===== src/rtl/conv_seq_pkg.sv =====
// Shared types and constants for the convolution sequencer.
package conv_seq_pkg;

  // Kernel weight count held by the engine's weight register.
  localparam int unsigned NUM_W = 25;

  typedef enum logic [2:0] {
    ST_IDLE     = 3'd0,
    ST_LOAD_W   = 3'd1,
    ST_STREAM_X = 3'd2,
    ST_WAIT_Y   = 3'd3,
    ST_DONE     = 3'd4
  } state_e;

  // Number of engine results produced for one feature map.
  function automatic int unsigned out_n(input int unsigned img_w,
                                        input int unsigned k,
                                        input int unsigned stride);
    int unsigned side;
    side = (img_w - k) / stride + 1;
    return side * side;
  endfunction

endpackage


===== src/rtl/conv_seq_counter.sv =====
// Up-counter with synchronous clear, enable and a registered terminal-count flag.
module seq_counter #(
  parameter int unsigned W   = 8,
  parameter int unsigned MAX = 255
) (
  input  logic         clk_i,
  input  logic         rst_ni,
  input  logic         clr_i,
  input  logic         en_i,
  output logic [W-1:0] q_o,
  output logic         tc_o
);

  logic [W-1:0] cnt_q, cnt_d;
  logic         tc_q, tc_d;

  // Next count and whether it lands on the terminal value.
  always_comb begin
    cnt_d = cnt_q;
    if (clr_i) begin
      cnt_d = '0;
    end else if (en_i) begin
      cnt_d = cnt_q + W'(1);
    end
    tc_d = (cnt_d == W'(MAX));
  end

  // Count and flag registers.
  always_ff @(posedge clk_i) begin
    if (!rst_ni) begin
      cnt_q <= '0;
      tc_q  <= (MAX == 0);
    end else begin
      cnt_q <= cnt_d;
      tc_q  <= tc_d;
    end
  end

  assign q_o  = cnt_q;
  assign tc_o = tc_q;

endmodule


===== src/rtl/conv_sequencer.sv =====
// Sequences weight load, pixel streaming and result write-back for the 5x5 conv engine.
module conv_sequencer
  import conv_seq_pkg::*;
#(
  parameter int unsigned IMG_W  = 32,
  parameter int unsigned K      = 5,
  parameter int unsigned STRIDE = 1,
  parameter int unsigned DW     = 32,
  parameter int unsigned AW     = 16
) (
  input  logic          iCLK,
  input  logic          iRSTn,
  input  logic          iStart,
  input  logic [AW-1:0] iWBase,
  input  logic [AW-1:0] iXBase,
  output logic [AW-1:0] oMemAddr,
  output logic          oMemRen,
  input  logic [DW-1:0] iMemData,
  output logic [DW-1:0] oConvW,
  output logic [9:0]    oConvADDR,
  output logic          oConvWren,
  output logic [DW-1:0] oConvX,
  output logic          oConvValid,
  input  logic [DW-1:0] iConvY,
  input  logic          iConvValid,
  output logic [AW-1:0] oOutAddr,
  output logic [DW-1:0] oOutData,
  output logic          oOutWe,
  output logic          oBusy,
  output logic          oDone
);

  localparam int unsigned OUT_N = out_n(IMG_W, K, STRIDE);
  localparam int unsigned NUM_X = IMG_W * IMG_W;
  localparam int unsigned WC_W  = $clog2(NUM_W);
  localparam int unsigned XC_W  = $clog2(NUM_X);
  localparam int unsigned OC_W  = $clog2(OUT_N + 1);

  state_e        state_q, state_d;
  logic [AW-1:0] wbase_q, xbase_q;
  logic [AW-1:0] mem_addr_q, mem_addr_d;
  logic          mem_ren_q, mem_ren_d;
  logic          busy_q, busy_d;
  logic          done_q, done_d;
  logic          wr_v_q, px_v_q;
  logic [9:0]    widx_q;
  logic          out_we_q;
  logic [AW-1:0] out_addr_q;
  logic [DW-1:0] out_data_q;

  logic [WC_W-1:0] wcnt;
  logic [XC_W-1:0] xcnt;
  logic [OC_W-1:0] ocnt;
  logic            wtc, xtc, otc;
  logic            start_c, cap_c;

  assign start_c = (state_q == ST_IDLE) && iStart;
  assign cap_c   = (state_q != ST_IDLE) && iConvValid && !otc;

  seq_counter #(.W(WC_W), .MAX(NUM_W - 1)) u_wcnt (
    .clk_i (iCLK), .rst_ni(iRSTn), .clr_i(start_c),
    .en_i  ((state_q == ST_LOAD_W) && !wtc),
    .q_o   (wcnt), .tc_o(wtc)
  );

  seq_counter #(.W(XC_W), .MAX(NUM_X - 1)) u_xcnt (
    .clk_i (iCLK), .rst_ni(iRSTn), .clr_i(start_c),
    .en_i  ((state_q == ST_STREAM_X) && !xtc),
    .q_o   (xcnt), .tc_o(xtc)
  );

  seq_counter #(.W(OC_W), .MAX(OUT_N)) u_ocnt (
    .clk_i (iCLK), .rst_ni(iRSTn), .clr_i(start_c),
    .en_i  (cap_c),
    .q_o   (ocnt), .tc_o(otc)
  );

  // Next state plus the read request and status presented in the next cycle.
  always_comb begin
    state_d    = state_q;
    mem_ren_d  = 1'b0;
    mem_addr_d = '0;
    busy_d     = 1'b0;
    done_d     = 1'b0;
    case (state_q)
      ST_IDLE: begin
        if (iStart) begin
          state_d    = ST_LOAD_W;
          mem_ren_d  = 1'b1;
          mem_addr_d = iWBase;
          busy_d     = 1'b1;
        end
      end
      ST_LOAD_W: begin
        busy_d    = 1'b1;
        mem_ren_d = 1'b1;
        if (wtc) begin
          state_d    = ST_STREAM_X;
          mem_addr_d = xbase_q;
        end else begin
          mem_addr_d = wbase_q + AW'(wcnt) + AW'(1);
        end
      end
      ST_STREAM_X: begin
        busy_d = 1'b1;
        if (xtc) begin
          state_d = ST_WAIT_Y;
        end else begin
          mem_ren_d  = 1'b1;
          mem_addr_d = xbase_q + AW'(xcnt) + AW'(1);
        end
      end
      ST_WAIT_Y: begin
        // otc means the last write is on the output port this cycle.
        if (otc) begin
          state_d = ST_DONE;
          done_d  = 1'b1;
        end else begin
          busy_d = 1'b1;
        end
      end
      ST_DONE: state_d = ST_IDLE;
      default: state_d = ST_IDLE;
    endcase
  end

  // State, read port, status and the one-cycle read-return pipes.
  always_ff @(posedge iCLK) begin
    if (!iRSTn) begin
      state_q    <= ST_IDLE;
      wbase_q    <= '0;
      xbase_q    <= '0;
      mem_ren_q  <= 1'b0;
      mem_addr_q <= '0;
      busy_q     <= 1'b0;
      done_q     <= 1'b0;
      wr_v_q     <= 1'b0;
      px_v_q     <= 1'b0;
      widx_q     <= '0;
    end else begin
      state_q    <= state_d;
      mem_ren_q  <= mem_ren_d;
      mem_addr_q <= mem_addr_d;
      busy_q     <= busy_d;
      done_q     <= done_d;
      if (start_c) begin
        wbase_q <= iWBase;
        xbase_q <= iXBase;
      end
      wr_v_q <= mem_ren_q && (state_q == ST_LOAD_W);
      px_v_q <= mem_ren_q && (state_q == ST_STREAM_X);
      widx_q <= 10'(wcnt);
    end
  end

  // Result write-back, one cycle behind the sampled engine valid.
  always_ff @(posedge iCLK) begin
    if (!iRSTn) begin
      out_we_q   <= 1'b0;
      out_addr_q <= '0;
      out_data_q <= '0;
    end else begin
      out_we_q <= cap_c;
      if (cap_c) begin
        out_addr_q <= AW'(ocnt);
        out_data_q <= iConvY;
      end
    end
  end

  assign oMemRen    = mem_ren_q;
  assign oMemAddr   = mem_addr_q;
  assign oConvWren  = wr_v_q;
  assign oConvADDR  = widx_q;
  assign oConvW     = wr_v_q ? iMemData : '0;
  assign oConvValid = px_v_q;
  assign oConvX     = px_v_q ? iMemData : '0;
  assign oOutWe     = out_we_q;
  assign oOutAddr   = out_addr_q;
  assign oOutData   = out_data_q;
  assign oBusy      = busy_q;
  assign oDone      = done_q;

endmodule


===== config.mk =====
export PLATFORM = sky130hd
export DESIGN_NAME = conv_sequencer
export DESIGN_NICKNAME = d
export VERILOG_FILES = /design/src/rtl/conv_seq_pkg.sv /design/src/rtl/conv_seq_counter.sv /design/src/rtl/conv_sequencer.sv
export SDC_FILE = /design/constraint.sdc
export NUM_CORES = 1
export LEC_CHECK = 0
export BUFFER_PORTS_ARGS = -buffer_cell sky130_fd_sc_hd__buf_2
export CAP_MARGIN = 10
export CORE_MARGIN = 2
export CORE_UTILIZATION = 50
export CTS_CLUSTER_DIAMETER = 80
export CTS_CLUSTER_SIZE = 14
export DETAILED_ROUTE_END_ITERATION = 6
export MAX_ROUTING_LAYER = met4
export PLACE_DENSITY = 0.77
export SYNTH_ARGS = -nofsm -noshare
export SYNTH_HDL_FRONTEND = slang
export SYNTH_SLANG_ARGS = --single-unit

===== constraint.sdc =====
create_clock -name iCLK -period 2.6 [get_ports iCLK]
set_input_delay 0.52 -clock iCLK [delete_from_list [all_inputs] [get_ports iCLK]]
set_output_delay 0.52 -clock iCLK [all_outputs]
set_load 0.01 [all_outputs]

==> out/results.tsv, run 1 <==
metric	value	unit
status	complete, no violations	
final hold slack	0.347	ns
Worst Hold Path Cells	3	
met2 Use GR	0.379	
Residual DRC	0	
synth unique cells	63	
post-synth top area share	0.386	
Root Buffer	clkbuf_16	
Post-Place Cell Area	0.00814	sq mm
DRT Pass-1 Iters	6	
Reg2Reg Depth	9	
gr ovfl total	0	
top post-synthesis cells by area	dfxtp_1 39%, nand2_1 10%, a21boi_0 7.9%, and2_1 7.1%, ha_1 3.5%	
most common cell after layout, fill and taps aside	buf_2	
CORE AREA	0.0133	sq mm
ANT cells	0	
worst-skew pair later-pin latency	0.42	ns
met3 Usage GRT	0.0611	
Reg2Reg Setup Slack	0.12	ns
initial core utilization	0.515	
final antenna-violating net count	0	
share of layout cells above drive strength 1	0.273	
Final #Nets	1173	
clk buf depth	2	
WP data arrival	2.76	ns
Top Usage Layer GRT	met2	
YS warnings	0	
syn_area_per_cell	8.21	sq um
skew final	0.00592	ns
minimum clock period	2.48	ns
total CTS buffers	17	
vias per inst	5.19	
Switching Share	0.242	
cts repair resizes	0	
Total Power	5.14	mW
Comb pwr share	0.112	
design area	0.00874	sq mm
WHS Endpoint	oOutData[8]	
final core utilization	0.657	
DR iter-0 viols	377	
HP Start	iConvY[8]	
RSZ-0062 raised after global routing	false	
global-route wire length before repair	28100	microns
via count of the routed design	6442	
Hold Vio Cnt, Final	0	
Leakage	4.03	nW
H-tree depth	4	
CP endpoint kind	flip-flop	
placement row count	42	
Fmax	403	MHz
r2r startpoint	u_wcnt.q_o[0]	
final slew viol count	0	
IO Count	244	
Total Routed Length	17900	microns
Final Wtd Congestion	0.935	
Worst Tran Pin Value	0.802	ns
fill count	1162	
setup violators final	0	
Top FF cell, synth	dfxtp_1	
Switch Pwr	1.24	mW
GR Layer Usage met1	0.321	
Crit Path Class	reg -> reg	
Worst Setup Start Kind	flip-flop	
post-CTS setup buffer count	0	
Tcrit/Tclk final	0.954	
Seq pwr share	0.425	
FF-to-FF End	oMemAddr[8]	
total global-route track usage	0.245	
Reg clk slew, reported paths	0.05	ns
hold_buf cts	0	
Pwr Density	588	mW/mm^2
vias in the first global route	5855	
drt wl/cell	14.4	microns
die extent in x	121	microns
Critical Path Fanout Max	6	
detailed placement HPWL	13200	microns
internal power	3.89	mW
max cap viols	0	
critical path required time	2.88	ns
commonest non-fill, non-tap cells in the layout	232 x buf_2, 182 x nand2_1, 131 x dfxtp_1	
height of the die	121	microns
pin count of the biggest net entering global routing	61	
IO buf count	232	
Synth Cell Area	0.00685	sq mm
Async SR Flop Fraction	0	
Rel. slew slack	0.465	
Post-Syn Instances	834	
min-delay worst type	in -> reg	
CTS tree	yes	
antenna violations before repair	0	
post-synthesis sequential element count	132	
Setup TNS	0	ns
synth-to-layout area growth	27.7	%
Max VDD drop	0.000474	V
largest area contributor in the netlist	dfxtp_1	
clock sink total	132	
Post-synth EDFFs	0	
register area share after synthesis	0.386	
Clock Power Share	0.463	
Die ar.	0.0146	sq mm
==> worst max path at each step <==
stage	startpoint	slack (ns)	to	cells past startpoint
after CTS	u_wcnt.q_o[0]	0.12	oMemAddr[8]	9
after global routing	u_wcnt.q_o[0]	0.01	oMemAddr[8]	9
final	u_wcnt.q_o[0]	0.12	oMemAddr[8]	9
after floorplan	u_wcnt.q_o[0]	0.41	oMemAddr[8]	9
after detailed placement	u_wcnt.q_o[0]	0.13	oMemAddr[8]	9
after global placement	u_wcnt.q_o[0]	0.25	oMemAddr[8]	9
==> metal layers <==
| layer | vias up | share of wire | wire length [microns] |
|---|---|---|---|
| met5 | - | 0 | 0 |
| met4 | 0 | 0.0077 | 138 |
| met3 | 13 | 0.066 | 1190 |
| met2 | 222 | 0.47 | 8370 |
| met1 | 2934 | 0.46 | 8160 |
| li1 | 3273 | - | - |
==> stage by stage <==
| stage | std cells | setup WS (ns) |
|---|---|---|
| floorplan | 844 | 0.410 |
| global placement | 1209 | 0.252 |
| detailed placement | 1209 | 0.131 |
| CTS | 1241 | 0.117 |
| global route | 1241 | 0.0117 |
| finish | 1241 | 0.120 |
==> cells in the mapped netlist (3+ instances only) <==
cell      number
buf_4         13
and4_1         3
a21oi_1       18
o21ai_0       20
a21o_1         8
nor4_1         6
xor2_1        20
xnor2_1       18
a211oi_1       5
dfxtp_1      132
a21boi_1       3
o211a_1        3
and2_1        78
nor2b_1        6
nor2_1        43
a222oi_1       7
o211ai_1       5
nand3_1       16
a31oi_1        5
and3_1         6
nor3_1        10
o31a_1         3
buf_2          8
mux2i_1        3
nand4_1        9
a22o_1         3
a21boi_0      72
ha_1          19
inv_1         10
nand2_1      182
o31ai_1        4
nand2b_1       3
clkbuf_1      37
or3_1          6
o21a_1         8
o22ai_1        5
nor3b_1        3
==> flip-flops by register name, indices dropped and copies added, names as in the netlist <==
| register | flops |
|---|---|
| oBusy | 1 |
| oConvADDR | 5 |
| oConvValid | 1 |
| oConvWren | 1 |
| oDone | 1 |
| oMemAddr | 16 |
| oMemRen | 1 |
| oOutAddr | 10 |
| oOutData | 32 |
| oOutWe | 1 |
| state_q | 3 |
| u_ocnt.q_o | 10 |
| u_ocnt.tc_o | 1 |
| u_wcnt.q_o | 5 |
| u_wcnt.tc_o | 1 |
| u_xcnt.q_o | 10 |
| u_xcnt.tc_o | 1 |
| wbase_q | 16 |
| xbase_q | 16 |
==> power groups by stage <==
stage / combinational, mW / sequential [mW] / clock [mW]
finish: 0.575 / 2.18 / 2.38
global route: 0.638 / 2.19 / 2.51
CTS: 0.575 / 2.18 / 2.42
detailed placement: 0.573 / 2.22 / 0
global placement: 0.565 / 2.22 / 0
floorplan: 0.329 / 2.23 / 0
==> critical path: stages (launching register included) <==
cell and delay (ns):
dfxtp_2 0.37, inv_1 0.07, ha_1 0.21, fa_1 0.41, nor2b_1 0.18, o31a_1 0.31
o2111ai_1 0.15, xnor2_1 0.15, a222oi_1 0.33, o22ai_1 0.16
==> area by class of cell <==
cell class / instances / area, sq um / share of cell area
inverters: 10 / 37.5 / 0.00429
well taps: 176 / 220 / 0.0252
clock inverters: 8 / 97.6 / 0.0112
flip-flops and latches: 132 / 2640 / 0.302
repair buffers: 249 / 1310 / 0.150
multi-input cells: 642 / 3930 / 0.449
clock buffers: 24 / 502 / 0.0574
==> cell families after synthesis <==
logic type,after synthesis,share of synthesized area
AND/OR/NAND/NOR,383,0.274
AO/OA/AOI/OAI,186,0.199
flip-flops,132,0.386
buffers and inverters,70,0.0470
XOR/XNOR,38,0.0486
adder cells (fa/ha/maj),21,0.0406
multiplexers,3,0.00439
other,1,0.000548
(Power assumes the default switching activity.)
==> inputs of run 2 (changes only) <==
- ABC_AREA: not set -> 1
- CORE_MARGIN: 2 -> not set
==> out/results.tsv, run 2 <==
metric	value	unit	change
status	complete, no violations		unchanged
clk buf depth	2		unchanged
detailed placement HPWL	15300	microns	was 13200 microns
Die ar.	0.0148	sq mm	was 0.0146 sq mm
CTS tree	yes		unchanged
placement row count	43		was 42
post-CTS setup buffer count	0		unchanged
final slew viol count	0		unchanged
most common cell after layout, fill and taps aside	nand2_1		was buf_2
final antenna-violating net count	0		unchanged
Reg2Reg Setup Slack	0.53	ns	was 0.12 ns
Final #Nets	1434		was 1173
hold_buf cts	0		unchanged
r2r startpoint	u_wcnt.q_o[0]		unchanged
Tcrit/Tclk final	0.797		was 0.954
commonest non-fill, non-tap cells in the layout	260 x nand2_1, 232 x buf_2, 184 x inv_1		was 232 x buf_2, 182 x nand2_1, 131 x dfxtp_1
Critical Path Fanout Max	5		was 6
RSZ-0062 raised after global routing	false		unchanged
final hold slack	0.336	ns	was 0.347 ns
top post-synthesis cells by area	dfxtp_1 37%, nand2_1 14%, inv_1 9.7%, nor2_1 6.8%, nand3_1 6.5%		was dfxtp_1 39%, nand2_1 10%, a21boi_0 7.9%, and2_1 7.1%, ha_1 3.5%
CORE AREA	0.0139	sq mm	was 0.0133 sq mm
DR iter-0 viols	565		was 377
Root Buffer	clkbuf_16		unchanged
post-synthesis sequential element count	132		unchanged
Reg clk slew, reported paths	0.06	ns	was 0.05 ns
share of layout cells above drive strength 1	0.229		was 0.273
Post-synth EDFFs	0		unchanged
Final Wtd Congestion	0.922		was 0.935
Leakage	5.20	nW	was 4.03 nW
CP endpoint kind	flip-flop		unchanged
initial core utilization	0.513		was 0.515
top-count cell post-synth	nand2_1		unchanged
antenna violations before repair	2		was 0
Post-Syn Instances	1091		was 834
final core utilization	0.647		was 0.657
skew final	0.00777	ns	was 0.00592 ns
vias in the first global route	6542		was 5855
H-tree depth	4		unchanged
die extent in x	122	microns	was 121 microns
via count of the routed design	7569		was 6442
Reg2Reg Depth	13		was 9
vias per inst	5.02		was 5.19
pin count of the biggest net entering global routing	52		was 61
slowest CP cell	fa_1		unchanged
gr ovfl total	0		unchanged
Total Power	7.71	mW	was 5.14 mW
Top FF cell, synth	dfxtp_1		unchanged
Worst Hold Path Cells	3		unchanged
Async SR Flop Fraction	0		unchanged
crit path launch	u_wcnt.q_o[0]		unchanged
register area share after synthesis	0.370		was 0.386
synth unique cells	42		was 63
Setup TNS	0	ns	unchanged
Residual DRC	0		unchanged
IO Count	244		unchanged
design area	0.00902	sq mm	was 0.00874 sq mm
critical path required time	2.92	ns	was 2.88 ns
min-delay worst type	in -> reg		unchanged
largest area contributor in the netlist	dfxtp_1		unchanged
pre-CTS setup slack	0.562	ns	was 0.131 ns
total global-route track usage	0.286		was 0.245
minimum clock period	2.07	ns	was 2.48 ns
CP max stage delay	0.40	ns	was 0.41 ns
Synth Cell Area	0.00715	sq mm	was 0.00685 sq mm
YS warnings	0		unchanged
post-synth top area share	0.370		was 0.386
Max VDD drop	0.000720	V	was 0.000474 V
synth-to-layout area growth	26.2	%	was 27.7%
most numerous cell on the critical path	nand2_1		
global-route wire length before repair	31700	microns	was 28100 microns
fill count	1284		was 1162
setup violators final	0		unchanged
Post-Place Cell Area	0.00840	sq mm	was 0.00814 sq mm
Pwr Density	855	mW/mm^2	was 588 mW/mm^2
Final Instance Count excl. Fillers	1507		was 1241
drt wl/cell	13.5	microns	was 14.4 microns
worst-skew pair later-pin latency	0.43	ns	was 0.42 ns
Crit Path Class	reg -> reg		unchanged
HP Start	iConvY[31]		was iConvY[8]
cts repair resizes	0		unchanged
Hold Vio Cnt, Final	0		unchanged
max cap viols	0		unchanged
Fmax	483	MHz	was 403 MHz
max reg flops	32		unchanged
syn_area_per_cell	6.55	sq um	was 8.21 sq um
Post-synth top cells	260 x nand2_1, 184 x inv_1, 132 x dfxtp_1		was 182 x nand2_1, 132 x dfxtp_1, 78 x and2_1
IO buf count	232		unchanged
Total Routed Length	20300	microns	was 17900 microns
Final Worst Setup Slack	0.528	ns	was 0.120 ns
Worst Setup Start Kind	flip-flop		unchanged
crit-path cells	inv_1, ha_1, fa_1, inv_1, nand4_1, nand2_1, nand2_1, nand2_1, nand3_1, nand2_1, nand3_1, nand2_1, inv_1		was inv_1, ha_1, fa_1, nor2b_1, o31a_1, o2111ai_1, xnor2_1, a222oi_1, o22ai_1
height of the die	122	microns	was 121 microns
WP data arrival	2.40	ns	was 2.76 ns
placed insts	1474		was 1209
clock sink total	132		unchanged
DRT Pass-1 Iters	5		was 6
total CTS buffers	17		unchanged
run 2: cell types whose count changed in the layout (fill, tap and decap cells not counted), sizes merged, moves of 46 or more:
| cell | before | now |
|---|---|---|
| a21boi | 75 | 0 |
| and2 | 78 | 2 |
| inv | 10 | 191 |
| nand2 | 182 | 265 |
| nand3 | 16 | 97 |
| nor2 | 43 | 132 |
| o21ai | 20 | 66 |
run 2: worst paths after layout:
check | endpoint
max | oMemAddr[14]
min | oOutData[31]
max reg2reg | oMemAddr[14]
min reg2reg | oOutAddr[0]
run 2: cells by family after synthesis:
group	after synthesis	share of synthesized area
AND/OR/NAND/NOR	528	0.320
buffers and inverters	242	0.139
AO/OA/AOI/OAI	154	0.114
flip-flops	132	0.370
adder cells (fa/ha/maj)	21	0.0389
XOR/XNOR	13	0.0180
other	1	0.000525
run 2: layer usage:
layer	track usage	wire [microns]	up-vias	share of wire
met5	-	0	-	0
met4	0.110	516	0	0.025
met3	0.0552	1340	43	0.066
met2	0.470	9930	292	0.49
met1	0.345	8490	3399	0.42
li1	-	-	3835	-
run 2: report_power, final:
group | total (mW) | leakage (nW) | switching (mW) | internal [mW]
clock | 2.49 | 0.297 | 0.948 | 1.54
combinational | 2.45 | 3.82 | 1.56 | 0.884
sequential | 2.77 | 1.08 | 0.294 | 2.47
total | 7.71 | 5.20 | 2.81 | 4.90
run 2: worst max-delay path, delay by kind of cell, from the launching register on:
family / cells / cell delay, ns
flip-flops: 1 / 0.37
buffers and inverters: 3 / 0.20
AND/OR/NAND/NOR: 8 / 0.79
adder cells (fa/ha/maj): 2 / 0.61
run 2: area by class of cell:
type / count / area (sq um) / area share
diodes: 1 / 2.50 / 0.000278
clock buffers: 18 / 439 / 0.0487
inverters: 188 / 708 / 0.0785
repair buffers: 247 / 1270 / 0.141
flip-flops and latches: 132 / 2640 / 0.293
multi-input cells: 727 / 3550 / 0.394
well taps: 180 / 225 / 0.0250
clock inverters: 14 / 176 / 0.0196
